`src/rtl/ct_f_spsram_8192x32.sv`:
```
// Initiator-side controller for the 8192x32 single-port SRAM wrapper.
// Clears the array after reset, then turns one valid/ready request per
// cycle into an SRAM pin access. Read data comes back through a 2-entry
// response FIFO with valid/ready back-pressure.
module ct_f_spsram_8192x32_ctrl #(
    parameter int          ADDR_WIDTH = 13,
    parameter bit          INIT_EN    = 1'b1,
    parameter logic [31:0] INIT_VALUE = 32'h0
) (
    input  logic                  CLK,
    input  logic                  RST,
    input  logic                  req_vld,
    output logic                  req_rdy,
    input  logic                  req_wr,
    input  logic [ADDR_WIDTH-1:0] req_addr,
    input  logic [31:0]           req_wdata,
    input  logic [3:0]            req_be,
    output logic                  rsp_vld,
    input  logic                  rsp_rdy,
    output logic [31:0]           rsp_rdata,
    output logic                  init_done,
    output logic                  sram_cen,
    output logic                  sram_gwen,
    output logic [31:0]           sram_wen,
    output logic [ADDR_WIDTH-1:0] sram_a,
    output logic [31:0]           sram_d,
    input  logic [31:0]           sram_q
);

    typedef enum logic [1:0] {
        ST_IDLE,
        ST_INIT,
        ST_RUN
    } state_t;

    localparam logic [ADDR_WIDTH-1:0] ADDR_ONE = {{(ADDR_WIDTH-1){1'b0}}, 1'b1};

    state_t                state_reg;
    logic [ADDR_WIDTH-1:0] init_addr_reg;
    logic                  init_done_reg;
    logic [ADDR_WIDTH-1:0] a_reg;
    logic [31:0]           d_reg;
    logic                  inflight_reg;
    logic [1:0]            count_reg;
    logic                  wr_ptr_reg;
    logic                  rd_ptr_reg;
    logic [31:0]           buf_mem [2];

    logic        req_fire;
    logic        push;
    logic        pop;
    logic [2:0]  used_slots;
    logic [31:0] be_mask;

    // Expand byte enables into active-low per-bit write enables.
    generate
        for (genvar gi = 0; gi < 4; gi++) begin : g_be
            assign be_mask[8*gi +: 8] = {8{~req_be[gi]}};
        end
    endgenerate

    assign push       = inflight_reg;
    assign pop        = (count_reg != 2'd0) && rsp_rdy;
    assign used_slots = {1'b0, count_reg} + {2'b00, inflight_reg};

    // A slot is free when buffered + in-flight reads leave room. When the
    // in-flight read lands in the same cycle a response leaves, the slot it
    // would have needed is freed, which keeps streaming reads at full rate.
    assign req_rdy   = (state_reg == ST_RUN) &&
                       ((used_slots < 3'd2) || (inflight_reg && pop));
    assign req_fire  = req_vld && req_rdy;
    assign rsp_vld   = (count_reg != 2'd0);
    assign rsp_rdata = buf_mem[rd_ptr_reg];
    assign init_done = init_done_reg;

    // Sequencer: one IDLE cycle, optional array clear, then normal service.
    always_ff @(posedge CLK) begin
        if (RST) begin
            state_reg     <= ST_IDLE;
            init_addr_reg <= '0;
            init_done_reg <= 1'b0;
        end else begin
            case (state_reg)
                ST_IDLE: begin
                    if (INIT_EN) begin
                        state_reg <= ST_INIT;
                    end else begin
                        state_reg     <= ST_RUN;
                        init_done_reg <= 1'b1;
                    end
                end
                ST_INIT: begin
                    init_addr_reg <= init_addr_reg + ADDR_ONE;
                    if (&init_addr_reg) begin
                        state_reg     <= ST_RUN;
                        init_done_reg <= 1'b1;
                    end
                end
                default: begin
                    state_reg <= ST_RUN;
                end
            endcase
        end
    end

    // SRAM pins: init engine, accepted request, or idle with a/d held.
    always_comb begin
        sram_cen  = 1'b1;
        sram_gwen = 1'b1;
        sram_wen  = '1;
        sram_a    = a_reg;
        sram_d    = d_reg;
        if (state_reg == ST_INIT) begin
            sram_cen  = 1'b0;
            sram_gwen = 1'b0;
            sram_wen  = '0;
            sram_a    = init_addr_reg;
            sram_d    = INIT_VALUE;
        end else if (req_fire) begin
            sram_cen = 1'b0;
            sram_a   = req_addr;
            if (req_wr) begin
                sram_gwen = 1'b0;
                sram_wen  = be_mask;
                sram_d    = req_wdata;
            end
        end
    end

    // Remember the last driven address/data so idle cycles hold them.
    always_ff @(posedge CLK) begin
        if (RST) begin
            a_reg <= '0;
            d_reg <= '0;
        end else begin
            a_reg <= sram_a;
            d_reg <= sram_d;
        end
    end

    // Track the read whose data appears on sram_q next cycle.
    always_ff @(posedge CLK) begin
        if (RST) begin
            inflight_reg <= 1'b0;
        end else begin
            inflight_reg <= req_fire && !req_wr;
        end
    end

    // Two-entry response FIFO; simultaneous push and pop keep order.
    always_ff @(posedge CLK) begin
        if (RST) begin
            count_reg  <= 2'd0;
            wr_ptr_reg <= 1'b0;
            rd_ptr_reg <= 1'b0;
            buf_mem[0] <= '0;
            buf_mem[1] <= '0;
        end else begin
            if (push) begin
                buf_mem[wr_ptr_reg] <= sram_q;
                wr_ptr_reg          <= ~wr_ptr_reg;
            end
            if (pop) begin
                rd_ptr_reg <= ~rd_ptr_reg;
            end
            case ({push, pop})
                2'b10:   count_reg <= count_reg + 2'd1;
                2'b01:   count_reg <= count_reg - 2'd1;
                default: count_reg <= count_reg;
            endcase
        end
    end

endmodule

```
`config.mk`:
```
export PLATFORM = sky130hd
export DESIGN_NAME = ct_f_spsram_8192x32_ctrl
export DESIGN_NICKNAME = d
export VERILOG_FILES = /design/src/rtl/ct_f_spsram_8192x32.sv
export SDC_FILE = /design/constraint.sdc
export NUM_CORES = 1
export LEC_CHECK = 0
export ABC_AREA = 1
export CORE_UTILIZATION = 48
export DETAILED_ROUTE_END_ITERATION = 16
export PLACE_DENSITY = 0.82
export SLEW_MARGIN = 20
export SYNTH_ARGS = -nofsm -noshare
export SYNTH_HDL_FRONTEND = slang
export SYNTH_SLANG_ARGS = --single-unit
export TNS_END_PERCENT = 10
```
`constraint.sdc`:
```
create_clock -name CLK -period 2.4 [get_ports CLK]
set_clock_uncertainty 0.15 [all_clocks]
set_input_delay 0.24 -clock CLK [delete_from_list [all_inputs] [get_ports CLK]]
set_output_delay 0.24 -clock CLK [all_outputs]
set_load 0.005 [all_outputs]
```
==> flow_summary.json, run 1 <==
{
  "clock_latency_ns": 0.41,
  "crit_arrival_ns": 2.20,
  "gp_congestion": 0.836,
  "areaGrowthSynthToFinish_pct": 45.5,
  "antenna_cells": 0,
  "fin_ws_ns": -0.191,
  "finalNonFillerCells": 1252,
  "cp_num_buf_inv": 8,
  "routedWlPerCell_um": 14.0,
  "synth-seq-cells": 131,
  "cts_root_buf": "clkbuf_16",
  "hold_slack_ns": 0.196,
  "worstHoldEndpoint": "init_addr_reg[5]",
  "synth_compound_area_share_pct": 2.24,
  "maxSlewHeadroom_pct": 57.8,
  "path_class": "flop to output pin",
  "io_buffers": 199,
  "yosys-top-cells-count": "nand2_1, nor2_1, inv_1, dfxtp_1, edfxtp_1",
  "die_y_um": 119,
  "drt_iter0_drc": 350,
  "dr.pass1.iters": 5,
  "r2r-start": "count_reg[0]",
  "violations": "setup timing",
  "setup_viol": 44,
  "yosysTopAreaCell": "edfxtp_1",
  "grt_max_degree": 58,
  "synth-adder-area-share_pct": 0.569,
  "pwr-share-clk_pct": 48.2,
  "synth_top_family_by_area": "simple AND/OR/NAND/NOR gates",
  "critPathTopFamily": "buffers and inverters",
  "grt_pass1_vias": 5942,
  "yosys-top-cells-area": "edfxtp_1, dfxtp_1, nand2_1",
  "fin_crit_sh_pct": 108,
  "outcome": "finished with violations",
  "path_max_fanout": 9,
  "boundaryPins": 200,
  "placed_area_um2": 8780,
  "synthDistinctLibCells": 33,
  "coreArea_um2": 13300,
  "path_cells": "nor2_2 -> inv_1 -> nand2_1 -> inv_2 -> ha_4 -> inv_4 -> buf_4 -> a21boi_4 -> buf_12 -> buf_16 -> nand3_1 -> nand2_1 -> nand2_1 -> inv_1 -> dlygate4sd2_1",
  "hold_depth": 4,
  "r2r_slack_ns": 0.41,
  "timing.fmax_ghz": 0.386,
  "die_w_um": 119,
  "syn_avg_cell_area_um2": 7.72,
  "switching_share_pct": 22.1,
  "dpl.cell_count": 1198,
  "min_period_ns": 2.59,
  "yosys.area_share.simple_pct": 29.1,
  "hold_path_class": "primary input to flop",
  "largest_reg_flops": 64,
  "switching_power_mw": 1.26,
  "clock_path_buffers": 2,
  "yosysMostFrequentCell": "nand2_1",
  "start_util_pct": 49.4,
  "yosysTopAreaCellShare_pct": 29.1,
  "vias": 6099,
  "synthCells": 855,
  "grt_pass1_wl_um": 28000,
  "required_ns": 2.01,
  "cts_sinks": 131,
  "synth_xor_area_share_pct": 0.133,
  "overflow": 0,
  "slowest_stage": "dfxtp_2",
  "dieArea_um2": 14200,
  "numCtsBuffers": 17,
  "synthFlopType": "dfxtp_1",
  "nets": 1152,
  "hold_path.startpoint": "RST",
  "muxShareOfSynthArea_pct": 5.46,
  "num_rows": 42,
  "ir_drop_mv": 0.387,
  "synth_area_um2": 6600,
  "end_kind": "output pin",
  "cap_violations": 0,
  "slew_violations": 0,
  "remaining_drc_errors": 0,
  "dp_slack_ns": -0.318,
  "drtAntennaViolNets": 0,
  "combPwrFrac_pct": 9.4,
  "cts_max_level": 4,
  "p_seq_share_pct": 42.4,
  "hold_viol": 0,
  "rsz0062_at_grt": "yes",
  "final_area_um2": 9600,
  "ys_warn_count": 0,
  "routed_wl_um": 17500,
  "power.internal_mw": 4.42,
  "rr_endpoint": "d_reg[6]",
  "synth-edff-count": 64,
  "syn-num-nets": 944,
  "tightestPinTransition_ns": 0.632,
  "dp_hpwl_um": 11100,
  "cts_tree": "done",
  "r2r_cells": 16,
  "critPathMaxStageDelay_ns": 0.33,
  "synthArstFlopShare_pct": 0,
  "final_layout_size_suffix_gt1_share_pct": 23.7,
  "vias_per_cell": 4.87,
  "path_clk_slew_ns": 0.06,
  "p_per_area_nw_per_um2": 591,
  "yosysSeqAreaShare_pct": 49.4,
  "leakage_nw": 4.69,
  "setup_tns_ns": -4.09,
  "groute.usage.overall_pct": 25.1,
  "cp-start-kind": "flop",
  "grt_antenna_before_repair": 0,
  "worst_path_most_repeated_cell": "nand2_1"
}
## tightest hold or removal path: stages
cell	delay [ns]
buf_2	0.11
inv_1	0.19
nand2_1	0.13
nor2_1	0.04
## cells by family (layout without fill, tap and decap cells)
| family | after synthesis | in the layout |
|---|---|---|
| multiplexers | 32 | 32 |
| XOR/XNOR | 1 | 1 |
| buffers and inverters | 190 | 411 |
| adder cells (fa/ha/maj) | 3 | 3 |
| AND/OR/NAND/NOR | 472 | 472 |
| AO/OA/AOI/OAI | 26 | 26 |
| flip-flops | 131 | 131 |
## worst max path at each step
| stage | start | endpoint | slack (ns) | cells after the start |
|---|---|---|---|---|
| floorplan | count_reg[0] | sram_wen[10] | 0.25 | 14 |
| global placement | rsp_rdy | sram_d[6] | -0.30 | 13 |
| detailed placement | rsp_rdy | sram_d[5] | -0.32 | 13 |
| CTS | count_reg[1] | sram_a[9] | -0.20 | 14 |
| global route | count_reg[1] | sram_a[9] | -0.35 | 14 |
| finish | count_reg[0] | sram_d[2] | -0.19 | 15 |
## stage by stage
step	util [%]	power, mW
2_1_floorplan	-	2.68
4_1_cts	72.3	5.71
3_5_place_dp	65.8	2.98
3_3_place_gp	65.8	2.97
5_1_grt	71.9	5.86
6_report	71.9	5.68
## power by group through the flow
stage          sequential, mW  clock, mW  combinational (mW)
6_report                 2.41       2.74               0.536
5_1_grt                  2.41       2.87               0.583
4_1_cts                  2.41       2.77               0.540
3_5_place_dp             2.45          0               0.527
3_3_place_gp             2.45          0               0.523
2_1_floorplan            2.45          0               0.232
## final cells by class
| class | count | area (um^2) |
|---|---|---|
| Clock inverter | 15 | 208 |
| Clock buffer | 17 | 425 |
| Fill cell | 994 | 3740 |
| Sequential cell | 131 | 3270 |
| Tap cell | 176 | 220 |
| Inverter | 116 | 445 |
| Timing Repair Buffer | 263 | 2420 |
| Multi-Input combinational cell | 534 | 2620 |
## repair_timing
item / in CTS / in global routing
hold buffers: 0 / 0
setup endpoints to repair: 80 / 80
pin swaps: 6 / 9
buffers inserted: 19 / 1
gates resized for setup: 216 / 92
gates cloned: 2 / 0
## routing by layer
layer	up-vias	wire [um]	track usage, %
li1	3045	-	-
met1	2795	7180	29.0
met2	225	8880	44.4
met3	34	1100	6.37
met4	0	325	9.73
met5	-	0	0
## layout by cell type, fill, tap and decap left out, drive strengths merged
cell,instances
nor2,139
clkdlybuf4s50,120
clkinv,6
nor4,1
nand3,52
dlygate4sd2,10
dlymetal6s2s,1
dfxtp,67
nor3b,1
a21boi,2
ha,3
inv,117
clkinvlp,4
o21ai,11
or2,1
nand4,15
xor2,1
clkdlybuf4s15,11
clkbuf,52
nor3,8
buf,86
a21oi,12
a31oi,1
edfxtp,64
nand2,255
bufinv,4
mux2,32
No activity file was read; power rests on OpenSTA's default activity.
==> inputs of run 2 (changes only) <==
Settings changed: CORE_UTILIZATION 48 to 50, PLACE_DENSITY 0.82 to 0.84.
Clock period 2.4 ns to 3.23 ns, I/O delays scaled along.
==> run 2 against run 1 <==
Net effect:
- the run now ends clean
- worst hold slack gained 0.033 ns
- clock-buffer cell count grew 1
- via count shrank 4.3%
- non-clock buffer count shrank 44
- sequential power shrank 26%
- combinational power shrank 27%
- critical path type unchanged
- largest power group unchanged
==> flow_summary.json, run 2 (synthesis gave the netlist of run 1 again) <==
{
  "outcome": "finished, final reports clean",
  "boundaryPins": 200,
  "cp-start-kind": "flop",
  "grt_pass1_wl_um": 25200,
  "required_ns": 2.76,
  "fin_crit_sh_pct": 94.3,
  "overflow": 0,
  "cp_num_buf_inv": 6,
  "dr_wl_met3_um": 1210,
  "areaGrowthSynthToFinish_pct": 38.9,
  "critPathMaxStageDelay_ns": 0.50,
  "min_period_ns": 3.05,
  "finalNonFillerCells": 1204,
  "dpl.cell_count": 1169,
  "grt_antenna_before_repair": 0,
  "routedWlPerCell_um": 13.9,
  "cts_hold_buf": 0,
  "final_util_pct": 72.1,
  "cts_sinks": 131,
  "groute.usage.overall_pct": 24.1,
  "hold_viol": 0,
  "p_per_area_nw_per_um2": 438,
  "routedLengthMet1_um": 6820,
  "slew_violations": 0,
  "dp_hpwl_um": 10700,
  "final_area_um2": 9170,
  "grt_pass1_vias": 5405,
  "gp_congestion": 0.824,
  "placed_area_um2": 8530,
  "setup_tns_ns": 0,
  "worstHoldEndpoint": "init_addr_reg[5]",
  "final_layout_size_suffix_gt1_share_pct": 9.11,
  "routed_wl_um": 16800,
  "hold_path_class": "primary input to flop",
  "numCtsBuffers": 17,
  "worst_path_most_repeated_cell": "inv_1",
  "r2r_slack_ns": 1.31,
  "met2WireLength_um": 8480,
  "timing.fmax_ghz": 0.328,
  "r2r-start": "count_reg[0]",
  "cts_max_level": 4,
  "antenna_cells": 0,
  "fin_ws_ns": 0.183,
  "cts_root_buf": "clkbuf_16",
  "vias": 5838,
  "path_max_fanout": 32,
  "rr_endpoint": "a_reg[3]",
  "maxSlewHeadroom_pct": 57.5,
  "layout.cells.most_common": "nand2_1",
  "vias_per_cell": 4.85,
  "largest_reg_flops": 64,
  "dieArea_um2": 13700,
  "critPathTopFamily": "buffers and inverters",
  "io_buffers": 199,
  "path_clk_slew_ns": 0.06,
  "cts_tree": "done",
  "hold_slack_ns": 0.228,
  "die_y_um": 117,
  "setup_viol": 0,
  "remaining_drc_errors": 0,
  "clock_latency_ns": 0.41,
  "drtAntennaViolNets": 0,
  "final_cell_mix": "nand2_1, clkdlybuf4s50_1, nor2_1",
  "hold_depth": 4,
  "r2r_cells": 13,
  "num_rows": 41,
  "drt_iter0_drc": 510,
  "dp_slack_ns": 0.215,
  "slowest_stage": "clkdlybuf4s50_1",
  "cts_setup_buffers": 0,
  "path_class": "flop to output pin",
  "crit_arrival_ns": 2.57,
  "die_w_um": 117,
  "end_kind": "output pin",
  "fill_cells": 987,
  "start_util_pct": 51.9,
  "leakage_nw": 4.32,
  "tightestPinTransition_ns": 0.637,
  "clock_path_buffers": 2,
  "nets": 1108,
  "power_mw": 4.02,
  "ir_drop_mv": 0.330,
  "path_cells": "nor2_1 -> inv_1 -> nand2_1 -> inv_1 -> ha_1 -> inv_1 -> a21boi_4 -> buf_12 -> nand3_1 -> nand2_1 -> nand2_1 -> inv_1 -> clkdlybuf4s50_1",
  "cap_violations": 0,
  "dr.pass1.iters": 6,
  "routed.top_layer": "met4",
  "hold_path.startpoint": "RST",
  "grt_max_degree": 58,
  "coreArea_um2": 12700
}
==> run 2: cell count changes in the layout (fill, tap and decap cells not counted), sizes merged, moves of 10 or more <==
cell,previous run,this run
buf,86,19
clkbuf,52,20
clkdlybuf4s50,120,198
clkdlybuf4s15,11,0
dlygate4sd2,10,0
==> run 2: how the worst max path moves through the flow <==
stage,end,startpoint,cells past startpoint
2_1_floorplan,sram_wen[10],count_reg[0],14
3_3_place_gp,sram_wen[5],rsp_rdy,12
6_report,sram_d[0],count_reg[0],13
4_1_cts,sram_wen[19],count_reg[0],13
3_5_place_dp,sram_wen[19],rsp_rdy,12
5_1_grt,sram_wen[24],count_reg[0],13
==> run 2: tightest hold or removal path, cell delays in order <==
cell and delay [ns]:
buf_2 0.09, inv_1 0.17, nand2_1 0.12, nor2_1 0.04
==> run 2: power by group <==
| group | internal (mW) | switching (mW) |
|---|---|---|
| Clock | 1.13 | 0.711 |
| Combinational | 0.219 | 0.170 |
| Sequential | 1.78 | 0.0116 |
| Total | 3.12 | 0.892 |
==> run 2: timing repair <==
| action | in CTS | in global routing |
|---|---|---|
| endpoints found under the hold margin | 0 | 0 |
| gates resized for setup | 0 | 7 |
| endpoints found under the setup margin | 0 | 57 |
==> run 2: area by class of cell <==
class                      count  area (um^2)  share of cell area [%]
clock buffer                  18          429                    4.68
clock inverter                14          139                    1.51
inverter                     116          435                    4.75
multi-input combinational    534         2490                    27.1
sequential                   131         3260                    35.6
tap                          172          215                    2.35
timing repair buffer         219         2200                    24.0
==> run 2: per-layer routing <==
layer | up-vias | GRT usage [%]
met1 | 2640 | 28.6
met3 | 20 | 6.49
li1 | 2959 | -
met4 | 0 | 8.78
met5 | - | 0
met2 | 219 | 42.1
